$ cat src/rtl/sisc_ctrl_pkg.sv
// Shared definitions for the SISC variable-length control sequencer:
// opcode map, addressing-mode constant, state encoding and ALU control codes.
package sisc_ctrl_pkg;

    localparam int unsigned OPC_NOOP = 32'd0;
    localparam int unsigned OPC_LOD  = 32'd1;
    localparam int unsigned OPC_STR  = 32'd2;
    localparam int unsigned OPC_SWP  = 32'd3;
    localparam int unsigned OPC_BRA  = 32'd4;
    localparam int unsigned OPC_BRR  = 32'd5;
    localparam int unsigned OPC_BNE  = 32'd6;
    localparam int unsigned OPC_BNR  = 32'd7;
    localparam int unsigned OPC_ALU  = 32'd8;
    localparam int unsigned OPC_HLT  = 32'd15;

    localparam int unsigned AM_IMM   = 32'd8;

    typedef enum logic [2:0] {
        ST_START     = 3'd0,
        ST_FETCH     = 3'd1,
        ST_DECODE    = 3'd2,
        ST_EXECUTE   = 3'd3,
        ST_MEM       = 3'd4,
        ST_WRITEBACK = 3'd5,
        ST_HALT      = 3'd6
    } state_t;

    // bit0 selects the immediate operand, bit1 suppresses the condition-code update
    localparam logic [1:0] ALU_REG_CC   = 2'b00;
    localparam logic [1:0] ALU_IMM_CC   = 2'b01;
    localparam logic [1:0] ALU_REG_HOLD = 2'b10;
    localparam logic [1:0] ALU_IMM_HOLD = 2'b11;

    function automatic logic [1:0] alu_code(input logic hold_cc, input logic imm);
        return {hold_cc, imm};
    endfunction

endpackage

$ cat src/rtl/sisc_retire_cnt.sv
// Wrapping retired-instruction counter with synchronous clear (priority)
// and an increment enable.
module sisc_retire_cnt #(
    parameter int CNT_W = 16
) (
    input  logic             clk,
    input  logic             clr,
    input  logic             en,
    output logic [CNT_W-1:0] cnt
);

    // count register: clear dominates increment
    always_ff @(posedge clk) begin
        if (clr) begin
            cnt <= {CNT_W{1'b0}};
        end else if (en) begin
            cnt <= cnt + CNT_W'(1);
        end else begin
            cnt <= cnt;
        end
    end

endmodule

$ cat src/rtl/sisc_ctrl_seq.sv
// Variable-length SISC control sequencer. Define SISC_CTRL_MEM_WAIT_EN to add
// the mem_rdy port and let the MEM state stall until data memory is done.
module sisc_ctrl_seq
    import sisc_ctrl_pkg::*;
#(
    parameter int OP_W   = 4,
    parameter int COND_W = 4,
    parameter int CNT_W  = 16
) (
    input  logic              clk,
    input  logic              rst,
    input  logic [OP_W-1:0]   opcode,
    input  logic [COND_W-1:0] mm,
    input  logic [COND_W-1:0] stat,
`ifdef SISC_CTRL_MEM_WAIT_EN
    input  logic              mem_rdy,
`endif
    output logic              pc_rst,
    output logic              pc_write,
    output logic              pc_sel,
    output logic              br_sel,
    output logic              ir_load,
    output logic              rb_sel,
    output logic              mm_sel,
    output logic              dm_we,
    output logic              rf_we,
    output logic              wb_sel,
    output logic [1:0]        alu_op,
    output logic              halted,
    output logic              retire,
    output logic [CNT_W-1:0]  instr_cnt
);

    state_t      state_r;
    state_t      next_state_s;
    logic [31:0] op_s;
    logic        is_lod_s, is_str_s, is_alu_s, is_hlt_s, is_exec_s;
    logic        br_pos_s, br_neg_s, br_abs_s, taken_s;
    logic        imm_s, mm_zero_s, mem_done_s;

    assign op_s      = 32'(opcode);
    assign imm_s     = (32'(mm) == AM_IMM);
    assign mm_zero_s = (mm == {COND_W{1'b0}});

`ifdef SISC_CTRL_MEM_WAIT_EN
    assign mem_done_s = mem_rdy;
`else
    assign mem_done_s = 1'b1;
`endif

    // opcode classification
    always_comb begin
        is_lod_s  = 1'b0;
        is_str_s  = 1'b0;
        is_alu_s  = 1'b0;
        is_hlt_s  = 1'b0;
        is_exec_s = 1'b0;
        br_pos_s  = 1'b0;
        br_neg_s  = 1'b0;
        br_abs_s  = 1'b0;
        case (op_s)
            OPC_LOD: begin is_lod_s = 1'b1; is_exec_s = 1'b1; end
            OPC_STR: begin is_str_s = 1'b1; is_exec_s = 1'b1; end
            OPC_SWP: is_exec_s = 1'b1;
            OPC_ALU: begin is_alu_s = 1'b1; is_exec_s = 1'b1; end
            OPC_BRA: begin br_pos_s = 1'b1; br_abs_s  = 1'b1; end
            OPC_BRR: br_pos_s = 1'b1;
            OPC_BNE: begin br_neg_s = 1'b1; br_abs_s  = 1'b1; end
            OPC_BNR: br_neg_s = 1'b1;
            OPC_HLT: is_hlt_s = 1'b1;
            default: is_exec_s = 1'b0;
        endcase
    end

    assign taken_s = (br_pos_s & ((mm & stat) != {COND_W{1'b0}})) |
                     (br_neg_s & ((mm & stat) == {COND_W{1'b0}}));

    // state register
    always_ff @(posedge clk) begin
        if (rst) begin
            state_r <= ST_START;
        end else begin
            state_r <= next_state_s;
        end
    end

    // next-state logic
    always_comb begin
        next_state_s = state_r;
        case (state_r)
            ST_START:     next_state_s = ST_FETCH;
            ST_FETCH:     next_state_s = ST_DECODE;
            ST_DECODE:    next_state_s = is_hlt_s  ? ST_HALT :
                                         is_exec_s ? ST_EXECUTE : ST_FETCH;
            ST_EXECUTE:   next_state_s = is_alu_s ? ST_WRITEBACK :
                                         (is_lod_s | is_str_s) ? ST_MEM : ST_FETCH;
            ST_MEM:       next_state_s = !mem_done_s ? ST_MEM :
                                         is_lod_s ? ST_WRITEBACK : ST_FETCH;
            ST_WRITEBACK: next_state_s = ST_FETCH;
            ST_HALT:      next_state_s = ST_HALT;
            default:      next_state_s = ST_START;
        endcase
    end

    // datapath controls decoded from state, opcode and mode field
    always_comb begin
        pc_rst   = 1'b0;
        pc_write = 1'b0;
        pc_sel   = 1'b0;
        br_sel   = 1'b0;
        ir_load  = 1'b0;
        rb_sel   = 1'b0;
        mm_sel   = 1'b0;
        dm_we    = 1'b0;
        rf_we    = 1'b0;
        wb_sel   = 1'b0;
        alu_op   = ALU_REG_HOLD;
        halted   = 1'b0;
        retire   = 1'b0;
        case (state_r)
            ST_START: pc_rst = 1'b1;
            ST_FETCH: begin
                pc_write = 1'b1;
                ir_load  = 1'b1;
            end
            ST_DECODE: begin
                pc_write = taken_s;
                pc_sel   = taken_s;
                br_sel   = br_abs_s;
                rb_sel   = is_str_s;
                retire   = ~is_exec_s & ~is_hlt_s;
            end
            ST_EXECUTE: begin
                alu_op = is_alu_s ? alu_code(1'b0, imm_s) :
                         (is_lod_s | is_str_s) ? ALU_IMM_CC : ALU_REG_HOLD;
                mm_sel = is_lod_s & mm_zero_s;
                rb_sel = is_str_s;
                retire = ~(is_alu_s | is_lod_s | is_str_s);
            end
            ST_MEM: begin
                // stores keep dm_we high for every stalled cycle as well
                alu_op = (is_lod_s | is_str_s) ? ALU_IMM_CC : ALU_REG_HOLD;
                mm_sel = is_lod_s & mm_zero_s;
                rb_sel = is_str_s;
                dm_we  = is_str_s;
                retire = mem_done_s & ~is_lod_s;
            end
            ST_WRITEBACK: begin
                rf_we  = is_alu_s | is_lod_s;
                wb_sel = is_lod_s;
                alu_op = is_alu_s ? alu_code(1'b1, imm_s) :
                         is_lod_s ? ALU_IMM_CC : ALU_REG_HOLD;
                retire = 1'b1;
            end
            ST_HALT: halted = 1'b1;
            default: pc_rst = 1'b0;
        endcase
    end

    sisc_retire_cnt #(.CNT_W(CNT_W)) u_retire_cnt (
        .clk (clk),
        .clr (rst),
        .en  (retire),
        .cnt (instr_cnt)
    );

endmodule
$ cat config.mk
export PLATFORM = sky130hd
export DESIGN_NAME = sisc_ctrl_seq
export DESIGN_NICKNAME = d
export VERILOG_FILES = /design/src/rtl/sisc_ctrl_pkg.sv /design/src/rtl/sisc_retire_cnt.sv /design/src/rtl/sisc_ctrl_seq.sv
export SDC_FILE = /design/constraint.sdc
export NUM_CORES = 1
export LEC_CHECK = 0
export CAP_MARGIN = 15
export CORE_UTILIZATION = 45
export DETAILED_ROUTE_END_ITERATION = 8
export HOLD_SLACK_MARGIN = 0.06
export PLACE_DENSITY_LB_ADDON = 0.08
export SLEW_MARGIN = 20
export SYNTH_ARGS = -nofsm -noshare
export SYNTH_HDL_FRONTEND = slang
export SYNTH_SLANG_ARGS = --single-unit
$ cat constraint.sdc
create_clock -name clk -period 2.05 [get_ports clk]
set_input_delay 0.205 -clock clk [delete_from_list [all_inputs] [get_ports clk]]
set_output_delay 0.205 -clock clk [all_outputs]
set_load 0.05 [all_outputs]
---- Word level (Yosys, flattened, before mapping) ----
Cells that the tools add are included.
storage, ports and cells
  register bits ........................... 19
  input bits .............................. 14
  output and inout port bits .............. 30
  logic and storage cells ................. 74
cells by class
  $add $sub $neg .......................... 1
  equality and inequality tests ........... 16
  muxes and demuxes ....................... 31
  bitwise operators ....................... 13
  reduce and logical (&&, ||, !) cells .... 11
operators with widths
  operator               count
  $mux 1                 18
  $pmux 3 s6             1
  $add 16x1->16 const B  1
  $eq 4x3->1 const B     4
  $eq 4x4->1 const B     3
  $mux 3                 4
  $mux 2                 5
  $reduce_or 2->1        5
  $eq 3x3->1 const B     3
  $eq 4x2->1 const B     2
  $logic_not 4->1        2
  $eq 3x2->1 const B     2
  $pmux 2 s3             1
  $and 1x1->1            4
  $and 4x4->4            1
  $eq 4x1->1 const B     1
  $not 1->1              4
  $or 1x1->1             4
  $pmux 1 s4             1
  $reduce_bool 4->1      1
  $reduce_or 4->1        1
  $eq 3x1->1 const B     1
  $logic_not 3->1        1
  $reduce_or 3->1        1
  $pmux 1 s2             1

---- Longest topological paths before layout ----
Gate-level depths: netlist of the first run.
  depth after elaboration ................. 6
  gate-level depth with buffers ........... 8
  depth with buffers taken out ............ 6

---- Hierarchy ----
Synthesis of the first run repeated with hierarchy kept, for this count alone.
unflattened totals
  cell total of the unflattened synthesis .. 166
  area, all modules ....................... 1346.3 sq um
by module, submodules not included
  module           times used  cells each  area each (sq um)  sequential area each (sq um)
  sisc_retire_cnt  1           83          757.0              320.3
  sisc_ctrl_seq    1           83          589.3              60.1

---- Worst setup path after synthesis of the first run ----
No wires, ideal clock.
  path type ............................... register to output
  from .................................... register state_r[1]
  to ...................................... output alu_op[1]
  arrival time ............................ 2031 ps
  required time ........................... 1845 ps
  path slack .............................. -186 ps
  cell stages (with the launch flop) ...... 6
  path buffers ............................ 1
  cell sequence ........................... dfxtp_1 > clkbuf_1 > nor2b_1 > a22oi_1 > o21bai_1 > a21boi_0
on the way
  cells in the longest elaborated chain, start to end .. 2
  elaborated cells between the ends (all ways) .. 4
  classes of those cells .................. 3 x eq/ne; 1 x mux
ends and longest elaborated chain
  item                                             RTL line              RTL
  start: declaration                               sisc_ctrl_seq.sv:34   state_t state_r;
  start signal: assignment                         sisc_ctrl_seq.sv:83   state_r <= next_state_s;
  $eq 3x3->1 / $eq 3x2->1 (equally long branches)  sisc_ctrl_seq.sv:120  case (state_r)
  $pmux 2 s3 (*)                                   sisc_ctrl_seq.sv:120
  end: declaration                                 sisc_ctrl_seq.sv:28   output logic [1:0] alu_op,
Mark *: on every way between the ends. The rest lies on a longest branch, timed or not.

---- Worst setup path after layout of the first run ----
  from .................................... register state_r[0]
  to ...................................... output retire
on the way
  cells in the longest elaborated chain, start to end .. 2
  elaborated cells between the ends (all ways) .. 5
  classes of those cells .................. 4 x eq/ne; 1 x mux
ends and longest elaborated chain
  item                                             RTL line              RTL
  $eq 3x3->1 / $eq 3x2->1 (equally long branches)  sisc_ctrl_seq.sv:120
  $pmux 1 s4 (*)                                   sisc_ctrl_seq.sv:120
  end: declaration                                 sisc_ctrl_seq.sv:30   output logic retire,
Marks and branches as above.

==> run summary, run 1 <==
Arr. time, crit path = 1.80 ns
gpl congestion = 0.953
core area = 2760 um^2
Warnings, synthesis = 0
clk root buf = clkbuf_4
Post-DP HPWL = 2730 um
syn avg cell area = 7.37 um^2
Tightest Pin Transition = 0.722 ns
Port Buffers = 43
Num CTS Buffers = 3
I/O pins = 44
CTS H-tree lvls = 1
Worst EP required = 1.85 ns
Die Wd = 55.8 um
commonest register cell after synthesis = dfxtp_1
P&R area growth vs syn = 52.9%
dominant cell type by area after synthesis = dfxtp_1
Min-Delay Path Depth = 2
post-layout min period = 2.00 ns
Yosys top cell area share = 29.2%
unique cell type count in the Yosys netlist = 41
Max VDD drop = 0.453 mV
DRC viols = 0
Cell Rows = 19
clock net sink count = 19
Leakage = 0.703 nW
vias in the first global route = 1388
Tot Pwr = 0.000823 W
flops & latches, synth = 19
max_cap viols = 0
PwrDens = 413 nW/um^2
DR WL met2 = 1760 um
RSZ-0062 raised after global routing = yes
relative slew slack = 51.7%
Setup Skew = 0.00336 ns
post-route ant nets = 0
CTS Buffer Depth = 2
DR iter-0 viols = 49
Final Cycle Share = 97.7%
Async S/R FF share, synth = 0%
maximum number of pins on one net before global-route repair = 20
via count = 1481
Area contributors post-synth = dfxtp_1 29%, a21oi_1 7.3%, o21ai_0 5.0%
Avg WL per Cell = 14.3 um
Final Hold Vio Count = 0
top sig layer = met4
FILL cells = 239
gr usage total = 24.3%
initial antenna violation count = 0
CP endpoint kind = output pin
Synth Cell Area = 1300 um^2
# nets final = 240
Hold Crit Class = register to register
Synth Net Count = 192
CP Launch Type = register
fin. max-slew vios = 0
worst-path fanout max = 17
status = completed
met3 WL post-DR = 206 um
starting density of the core = 47.3%
Post-synth top cells = 19 x a21oi_1, 19 x dfxtp_1, 16 x nor2_1
drt via density = 5.81
Seq/Total Area, Yosys = 29.2%
DRT Wirelength = 3640 um
first-pass GRT wire length = 6090 um
share of post-route cells with drive strength above 1 = 20.5%
R2R depth = 6
TritonCTS clock tree = built
setup violators final = 0
Mapped Cells = 177
Ant. Diodes = 0
Post-synth EDFFs = 0
Reg clk slew, reported paths = 0.10 ns
GRT overflow = 0
met1 WL = 1650 um
DRT Pass-1 Iters = 4
achievable clock frequency = 500 MHz
Setup Buffers After CTS = 0
die height = 55.8 um
Clk Latency, worst-skew pair = 0.30 ns
final hold slack = 0.496 ns
critical path type = register to output pin
DIE AREA = 3120 um^2
[cell usage in the layout, fill, tap and decap left out, types with 4 or more instances in the layout]
master / n
clkdlybuf4s50_1: 26
a21oi_1: 19
nor2_1: 15
dfxtp_1: 15
o21ai_0: 13
buf_4: 13
buf_12: 11
nand2_1: 9
or3_1: 8
nor3_1: 7
nand3_1: 7
o31ai_1: 7
or4_1: 7
nand2b_1: 6
inv_1: 5
nand4_1: 5
dlygate4sd2_1: 4
[where the power goes]
| group | switching (W) | internal [W] | total [W] |
|---|---|---|---|
| combinational | 0.000142 | 0.000103 | 0.000246 |
| clock | 0.000116 | 0.0000729 | 0.000189 |
| sequential | 0.0000115 | 0.000376 | 0.000388 |
| total | 0.000270 | 0.000553 | 0.000823 |
[area by class of cell]
type                            instances  area, um^2  area share [%]
Clock buffer                            3        22.5            1.13
Clock inverter                          1        5.00           0.251
Inverter                                5        18.8           0.942
Multi-Input combinational cell        141         896            44.9
Sequential cell                        19         388            19.5
Tap cell                               31        38.8            1.95
Timing Repair Buffer                   55         624            31.3
[worst paths after layout]
path	start	to	slack, ns
worst min-delay path	u_retire_cnt.cnt[15]$_SDFFE_PP0P_	u_retire_cnt.cnt[15]$_SDFFE_PP0P_	0.50
worst max-delay path	state_r[0]$_SDFF_PP0_	retire	0.05
worst max register to register	u_retire_cnt.cnt[1]$_SDFFE_PP0P_	u_retire_cnt.cnt[12]$_SDFFE_PP0P_	0.17
worst min register to register	u_retire_cnt.cnt[15]$_SDFFE_PP0P_	u_retire_cnt.cnt[15]$_SDFFE_PP0P_	0.50
[metrics by stage]
stage	util, %	TNS, ns	cells	area (um^2)	setup slack, ns
5_1_grt	72.3	-0.0209	255	1990	-0.0209
2_1_floorplan	-	0	177	1320	0.00736
6_report	72.3	0	255	1990	0.0480
3_5_place_dp	69.5	-1.73	251	1920	-0.157
3_3_place_gp	69.5	-0.997	251	1920	-0.106
4_1_cts	71.2	0	255	1960	0.00323
[cell families (layout without fill, tap and decap cells)]
group           Yosys count  in the layout  synth area share (%)
compound gates           55             55                  26.7
xor+xnor                  4              4                  2.69
fa+ha+maj                 1              1                 0.960
buf+inv                  17             64                  6.24
flops                    19             19                  29.2
mux                       1              1                 0.768
simple gates             80             80                  33.5
[sequential cells by signal, summed over array words and instances, names as in the netlist]
register          flops
u_retire_cnt.cnt     16
state_r               3
[critical path, stage by stage (launching register included)]
cell	delay, ns
dfxtp_4	0.39
and4b_2	0.27
o31ai_4	0.21
a21oi_2	0.11
buf_12	0.15
buf_4	0.15
inv_1	0.06
buf_6	0.15
[per-layer routing]
metal / track usage [%] / up-vias
met5: 0 / -
met4: 4.88 / 0
met3: 6.05 / 4
met2: 39.8 / 43
met1: 32.7 / 680
li1: - / 754
[repair_timing]
action / in CTS / in global routing
gates resized for setup: 11 / 7
endpoints found under the setup margin: 5 / 4
hold buffers: 0 / 0
endpoints found under the hold margin: 0 / 0
pin swaps: 0 / 2
Power figures use the tool's default switching activity.
==> inputs of run 2 (changes only) <==
- clock period: 2.05 -> 2.6 ns (I/O delays scaled with it)
==> run 2 against run 1 <==
Critical path depth shrank 1. Design area shrank 6.3%. Clock skew grew 0.0030 ns. Clock-buffer cell count is the same. Largest cell class unchanged.
==> run summary, run 2 (synthesis gave the netlist of run 1 again) <==
Hold Crit Class = register to register
gr usage total = 23.9% (-0.42 points)
most flop-heavy register = u_retire_cnt.cnt
CTS Buffer Depth = 2 (unchanged)
Crit-path slowest cell = clkdlybuf4s50_1
DRT Wirelength = 3590 um (-1.5%)
RSZ-0062 raised after global routing = no
gpl congestion = 0.886 (-7.1%)
max_cap viols = 0 (unchanged)
initial antenna violation count = 0 (unchanged)
Reg power frac = 48.6% (+1.5 points)
post-route ant nets = 0 (unchanged)
# nets final = 234 (-2.5%)
clk root buf = clkbuf_4
DP Cell Count = 245 (-2.4%)
GRT overflow = 0 (unchanged)
combinational share of power = 26.8% (-3.1 points)
status = completed
Final Hold Vio Count = 0 (unchanged)
vias in the first global route = 1350 (-2.7%)
Max VDD drop = 0.251 mV (-45%)
fin. max-slew vios = 0 (unchanged)
PostCTS Resize Cnt = 0 (-11)
TritonCTS clock tree = built
post-layout min period = 2.36 ns
multi-input logic area = 842 um^2 (-6.0%)
clock share of power = 24.6% (+1.6 points)
worst-path cell chain = clkdlybuf4s50_1 > buf_4 > nand2b_1 > or3_1 > nor3_1 > buf_12
Cell Rows = 19 (unchanged)
DIE AREA = 3120 um^2 (unchanged)
Crit path max-delay family = buffers and inverters
drt via density = 6.05 (+4.2%)
clock net sink count = 19 (unchanged)
Worst EP required = 2.34 ns (+0.49 ns)
via count = 1507 (+1.8%)
DRC viols = 0 (unchanged)
CP Buf/Inv Count = 3 (-1)
max reg flops = 16 (unchanged)
Port Buffers = 43 (unchanged)
P&R area growth vs syn = 43.3%
CTS H-tree lvls = 1 (unchanged)
non-filler cells, final = 249 (-2.4%)
setup violators final = 0 (unchanged)
Setup Buffers After CTS = 0 (unchanged)
CP endpoint kind = output pin
Min-Delay Path Depth = 2 (unchanged)
critical path type = primary input to output pin
Ant. Diodes = 0 (unchanged)
FILL cells = 233 (-2.5%)
share of post-route cells with drive strength above 1 = 11.5% (-9.1 points)
Leakage = 0.643 nW (-8.5%)
Die Wd = 55.8 um (unchanged)
Avg WL per Cell = 14.4 um (+0.86%)
Reg clk slew, reported paths = 0.11 ns (about the same)
Hold Buf Count CTS = 0 (unchanged)
Max stage delay on crit path = 0.53 ns (+0.14 ns)
maximum number of pins on one net before global-route repair = 24 (+20%)
Post-DP HPWL = 2640 um (-3.6%)
achievable clock frequency = 423 MHz
Setup Skew = 0.00631 ns (+0.00295 ns)
die height = 55.8 um (unchanged)
Num CTS Buffers = 3 (unchanged)
setup TNS = 0 ns (unchanged)
PwrDens = 339 nW/um^2 (-18%)
Clk Latency, worst-skew pair = 0.31 ns (about the same)
switching part of the total power = 33.2% (+0.36 points)
sw power = 0.000210 W (-22%)
core area = 2760 um^2 (unchanged)
Core Util, Final = 67.7% (-4.5 points)
CP Launch Type = primary input
R2R depth = 6 (unchanged)
DRT Pass-1 Iters = 4 (unchanged)
Tightest Pin Transition = 0.701 ns (-0.0213 ns)
most frequent cells in the layout = 32 x clkdlybuf4s50_1, 19 x a21oi_1, 19 x dfxtp_1
Final Cycle Share = 91.0%
Arr. time, crit path = 2.10 ns (+0.30 ns)
Crit path depth = 6 (-1)
relative slew slack = 53.1% (+1.4 points)
Largest regs = u_retire_cnt.cnt x16, state_r x3
first-pass GRT wire length = 6060 um (-0.44%)
I/O pins = 44 (unchanged)
worst-path fanout max = 8 (-9)
DR iter-0 viols = 90 (+84%)
final hold slack = 0.492 ns (-0.00450 ns)
starting density of the core = 47.3% (unchanged)
internal power = 0.000423 W (-23%)
most common cell after layout, fill and taps aside = clkdlybuf4s50_1
Seq. cell area = 380 um^2 (-1.9%)
## run 2: cell types whose count changed in the layout (fill, tap and decap cells not counted), moves of 2 or more
cell	previous run	this run
clkdlybuf4s50_1	26	32
buf_4	13	8
dfxtp_1	15	19
dlygate4sd2_1	4	0
dfxtp_2	3	0
nor3_1	7	10
buf_12	11	9
nor3_4	2	0
## run 2: per-stage QoR
step | setup slack (ns) | area (um^2) | power [W]
2_1_floorplan | 0.309 | 1300 | 0.000418
3_3_place_gp | 0.279 | 1840 | 0.000480
3_5_place_dp | 0.195 | 1840 | 0.000482
4_1_cts | 0.245 | 1870 | 0.000629
5_1_grt | 0.151 | 1870 | 0.000659
6_report | 0.235 | 1870 | 0.000633
## run 2: worst paths after layout
kind / startpoint / end / slack (ns)
setup / recovery: opcode[0] / dm_we / 0.24
hold / removal: u_retire_cnt.cnt[15]$_SDFFE_PP0P_ / u_retire_cnt.cnt[15]$_SDFFE_PP0P_ / 0.49
setup reg to reg: state_r[0]$_SDFF_PP0_ / u_retire_cnt.cnt[7]$_SDFFE_PP0P_ / 0.50
hold reg to reg: u_retire_cnt.cnt[15]$_SDFFE_PP0P_ / u_retire_cnt.cnt[15]$_SDFFE_PP0P_ / 0.49
## run 2: worst reg2reg max path, stage by stage (launching register included)
cell and delay, ns:
dfxtp_1 0.58, and4b_1 0.29, o31ai_4 0.20, a21oi_2 0.07
buf_4 0.20, or4_1 0.52, a21oi_1 0.16
## run 2: power groups by stage
stage	Sequential (W)	Combinational, W	Clock (W)
finish	0.000308	0.000170	0.000156
global route	0.000310	0.000181	0.000169
CTS	0.000308	0.000169	0.000153
detailed placement	0.000314	0.000168	0
global placement	0.000314	0.000166	0
floorplan	0.000313	0.000105	0
## run 2: area by class of cell
class	count	area share, %
repair buffers	49	30.0
flip-flops and latches	19	20.4
clock inverters	1	0.268
multi-input cells	141	45.1
clock buffers	3	1.21
inverters	5	1.00
well taps	31	2.08
## run 2: metal layers
metal	routed length, um	share of wire [%]	track usage (%)	vias to the layer above
li1	-	-	-	744
met1	1600	45	30.0	698
met2	1710	48	40.6	53
met3	161	4.5	1.63	12
met4	112	3.1	13.2	0
met5	0	0	0	-
==> inputs of run 3 (changes only) <==
- CORE_MARGIN: default -> 5
- GPL_ROUTABILITY_DRIVEN: default -> 0
==> run 3 against run 2 <==
Non-clock buffer count shrank 1. Critical path depth shrank 1. Critical endpoint is now mm_sel. Sequential power is essentially flat. Cell count shrank 0.40%.
==> run summary, run 3 (synthesis gave the netlist of run 1 again) <==
status = completed
drt via density = 6.08 (+0.54%)
share of post-route cells with drive strength above 1 = 11.1% (-0.41 points)
r2r setup slk = 0.52 ns (+0.02 ns)
# nets final = 233 (-0.43%)
max_cap viols = 0 (unchanged)
most flop-heavy register = u_retire_cnt.cnt
CTS H-tree lvls = 1 (unchanged)
fin. max-slew vios = 0 (unchanged)
origin of the worst setup path = opcode[1]
most frequent cells in the layout = 32 x clkdlybuf4s50_1, 19 x a21oi_1, 19 x dfxtp_1
CP Launch Type = primary input
DRT Wirelength = 3760 um (+4.7%)
maximum number of pins on one net before global-route repair = 24 (unchanged)
TritonCTS clock tree = built
Placed Area = 1830 um^2 (-0.41%)
DP Cell Count = 244 (-0.41%)
crit path to = mm_sel
Leakage = 0.638 nW (-0.84%)
initial antenna violation count = 0 (unchanged)
gr usage total = 18.1% (-5.8 points)
post-route ant nets = 0 (unchanged)
Arr. time, crit path = 2.20 ns (+0.10 ns)
starting density of the core = 47.3% (unchanged)
PostCTS Resize Cnt = 0 (unchanged)
first-pass GRT wire length = 6200 um (+2.4%)
FF-to-FF Start = state_r[0]$_SDFF_PP0_
R2R depth = 6 (unchanged)
Max VDD drop = 0.299 mV (+19%)
worst r2r dst = u_retire_cnt.cnt[13]$_SDFFE_PP0P_
DRT Pass-1 Iters = 4 (unchanged)
via count = 1509 (+0.13%)
Final Hold Vio Count = 0 (unchanged)
GRT overflow = 0 (unchanged)
Ant. Diodes = 0 (unchanged)
Tightest Pin Transition = 0.722 ns (+0.0217 ns)
Avg WL per Cell = 15.2 um (+5.2%)
I/O pins = 44 (unchanged)
Hold Crit Class = register to register
Num CTS Buffers = 3 (unchanged)
Clk Latency, worst-skew pair = 0.29 ns (-0.02 ns)
Cell Rows = 19 (unchanged)
Hold Buf Count CTS = 0 (unchanged)
Post-DP HPWL = 2880 um (+9.3%)
CTS Buffer Depth = 2 (unchanged)
Final Cycle Share = 94.6% (+3.6 points)
Die Wd = 63.8 um (+14%)
clk root buf = clkbuf_4
Port Buffers = 43 (unchanged)
Reg clk slew, reported paths = 0.11 ns (about the same)
max reg flops = 16 (unchanged)
Setup Skew = 0.00336 ns (-0.00295 ns)
RSZ-0062 raised after global routing = no
DIE AREA = 4070 um^2 (+31%)
most common cell after layout, fill and taps aside = clkdlybuf4s50_1
clock net sink count = 19 (unchanged)
Setup Buffers After CTS = 0 (unchanged)
achievable clock frequency = 407 MHz (-3.8%)
CP endpoint kind = output pin
core area = 2760 um^2 (unchanged)
worst-path fanout max = 11 (+3)
Worst EP required = 2.34 ns (about the same)
vias in the first global route = 1422 (+5.3%)
setup TNS = 0 ns (unchanged)
die height = 63.8 um (+14%)
P&R area growth vs syn = 42.7%
setup violators final = 0 (unchanged)
post-layout min period = 2.46 ns (+0.0946 ns)
DR iter-0 viols = 67 (-26%)
design area = 1860 um^2 (-0.40%)
PwrDens = 339 nW/um^2 (about the same)
non-filler cells, final = 248 (-0.40%)
Core Util, Final = 67.5% (-0.27 points)
DRC viols = 0 (unchanged)
critical path type = primary input to output pin
relative slew slack = 51.7% (-1.5 points)
Largest regs = u_retire_cnt.cnt x16, state_r x3
[run 3: cell types whose count changed in the layout (fill, tap and decap cells not counted)]
| cell | previous run | this run |
|---|---|---|
| buf_4 | 8 | 7 |
[run 3: worst min path at each step]
| stage | startpoint | to | depth (start not counted) |
|---|---|---|---|
| 5_1_grt | u_retire_cnt.cnt[15]$_SDFFE_PP0P_ | u_retire_cnt.cnt[15]$_SDFFE_PP0P_ | 2 |
| 3_3_place_gp | u_retire_cnt.cnt[15]$_SDFFE_PP0P_ | u_retire_cnt.cnt[15]$_SDFFE_PP0P_ | 2 |
| 6_report | u_retire_cnt.cnt[15]$_SDFFE_PP0P_ | u_retire_cnt.cnt[15]$_SDFFE_PP0P_ | 2 |
| 4_1_cts | u_retire_cnt.cnt[15]$_SDFFE_PP0P_ | u_retire_cnt.cnt[15]$_SDFFE_PP0P_ | 2 |
| 3_5_place_dp | u_retire_cnt.cnt[15]$_SDFFE_PP0P_ | u_retire_cnt.cnt[15]$_SDFFE_PP0P_ | 2 |
| 2_1_floorplan | rst | u_retire_cnt.cnt[11]$_SDFFE_PP0P_ | 2 |
[run 3: per-layer routing]
layer	track usage [%]	wire length (um)	up-vias
li1	-	-	734
met1	20.8	1510	709
met4	6.75	59	0
met5	0	0	-
met2	32.9	1990	58
met3	3.15	195	8
[run 3: final cells by class]
type	count	area, um^2
fillers	247	897
multi-input cells	141	842
repair buffers	48	553
flip-flops and latches	19	380
well taps	31	38.8
clock buffers	3	22.5
inverters	5	18.8
clock inverters	1	5.00
[run 3: worst max-delay path, stage by stage]
cell and delay, ns:
clkdlybuf4s50_1 0.62, nor4b_1 0.66, nand2_1 0.11, nor3_1 0.36
buf_12 0.19
[run 3: where the power goes]
part           total [W]  internal, W  leakage [nW]  switching (W)
clock network   0.000153    0.0000572        0.0177      0.0000957
logic           0.000170    0.0000695         0.466       0.000100
registers       0.000308     0.000296         0.154      0.0000120
[run 3: through the flow]
step / hold slack [ns] / worst slack [ns] / power, W
after floorplan: 0.578 / 0.309 / 0.000418
after global placement: 0.460 / 0.253 / 0.000478
after detailed placement: 0.485 / 0.226 / 0.000483
after CTS: 0.502 / 0.225 / 0.000636
after global routing: 0.531 / 0.104 / 0.000665
final: 0.499 / 0.141 / 0.000631
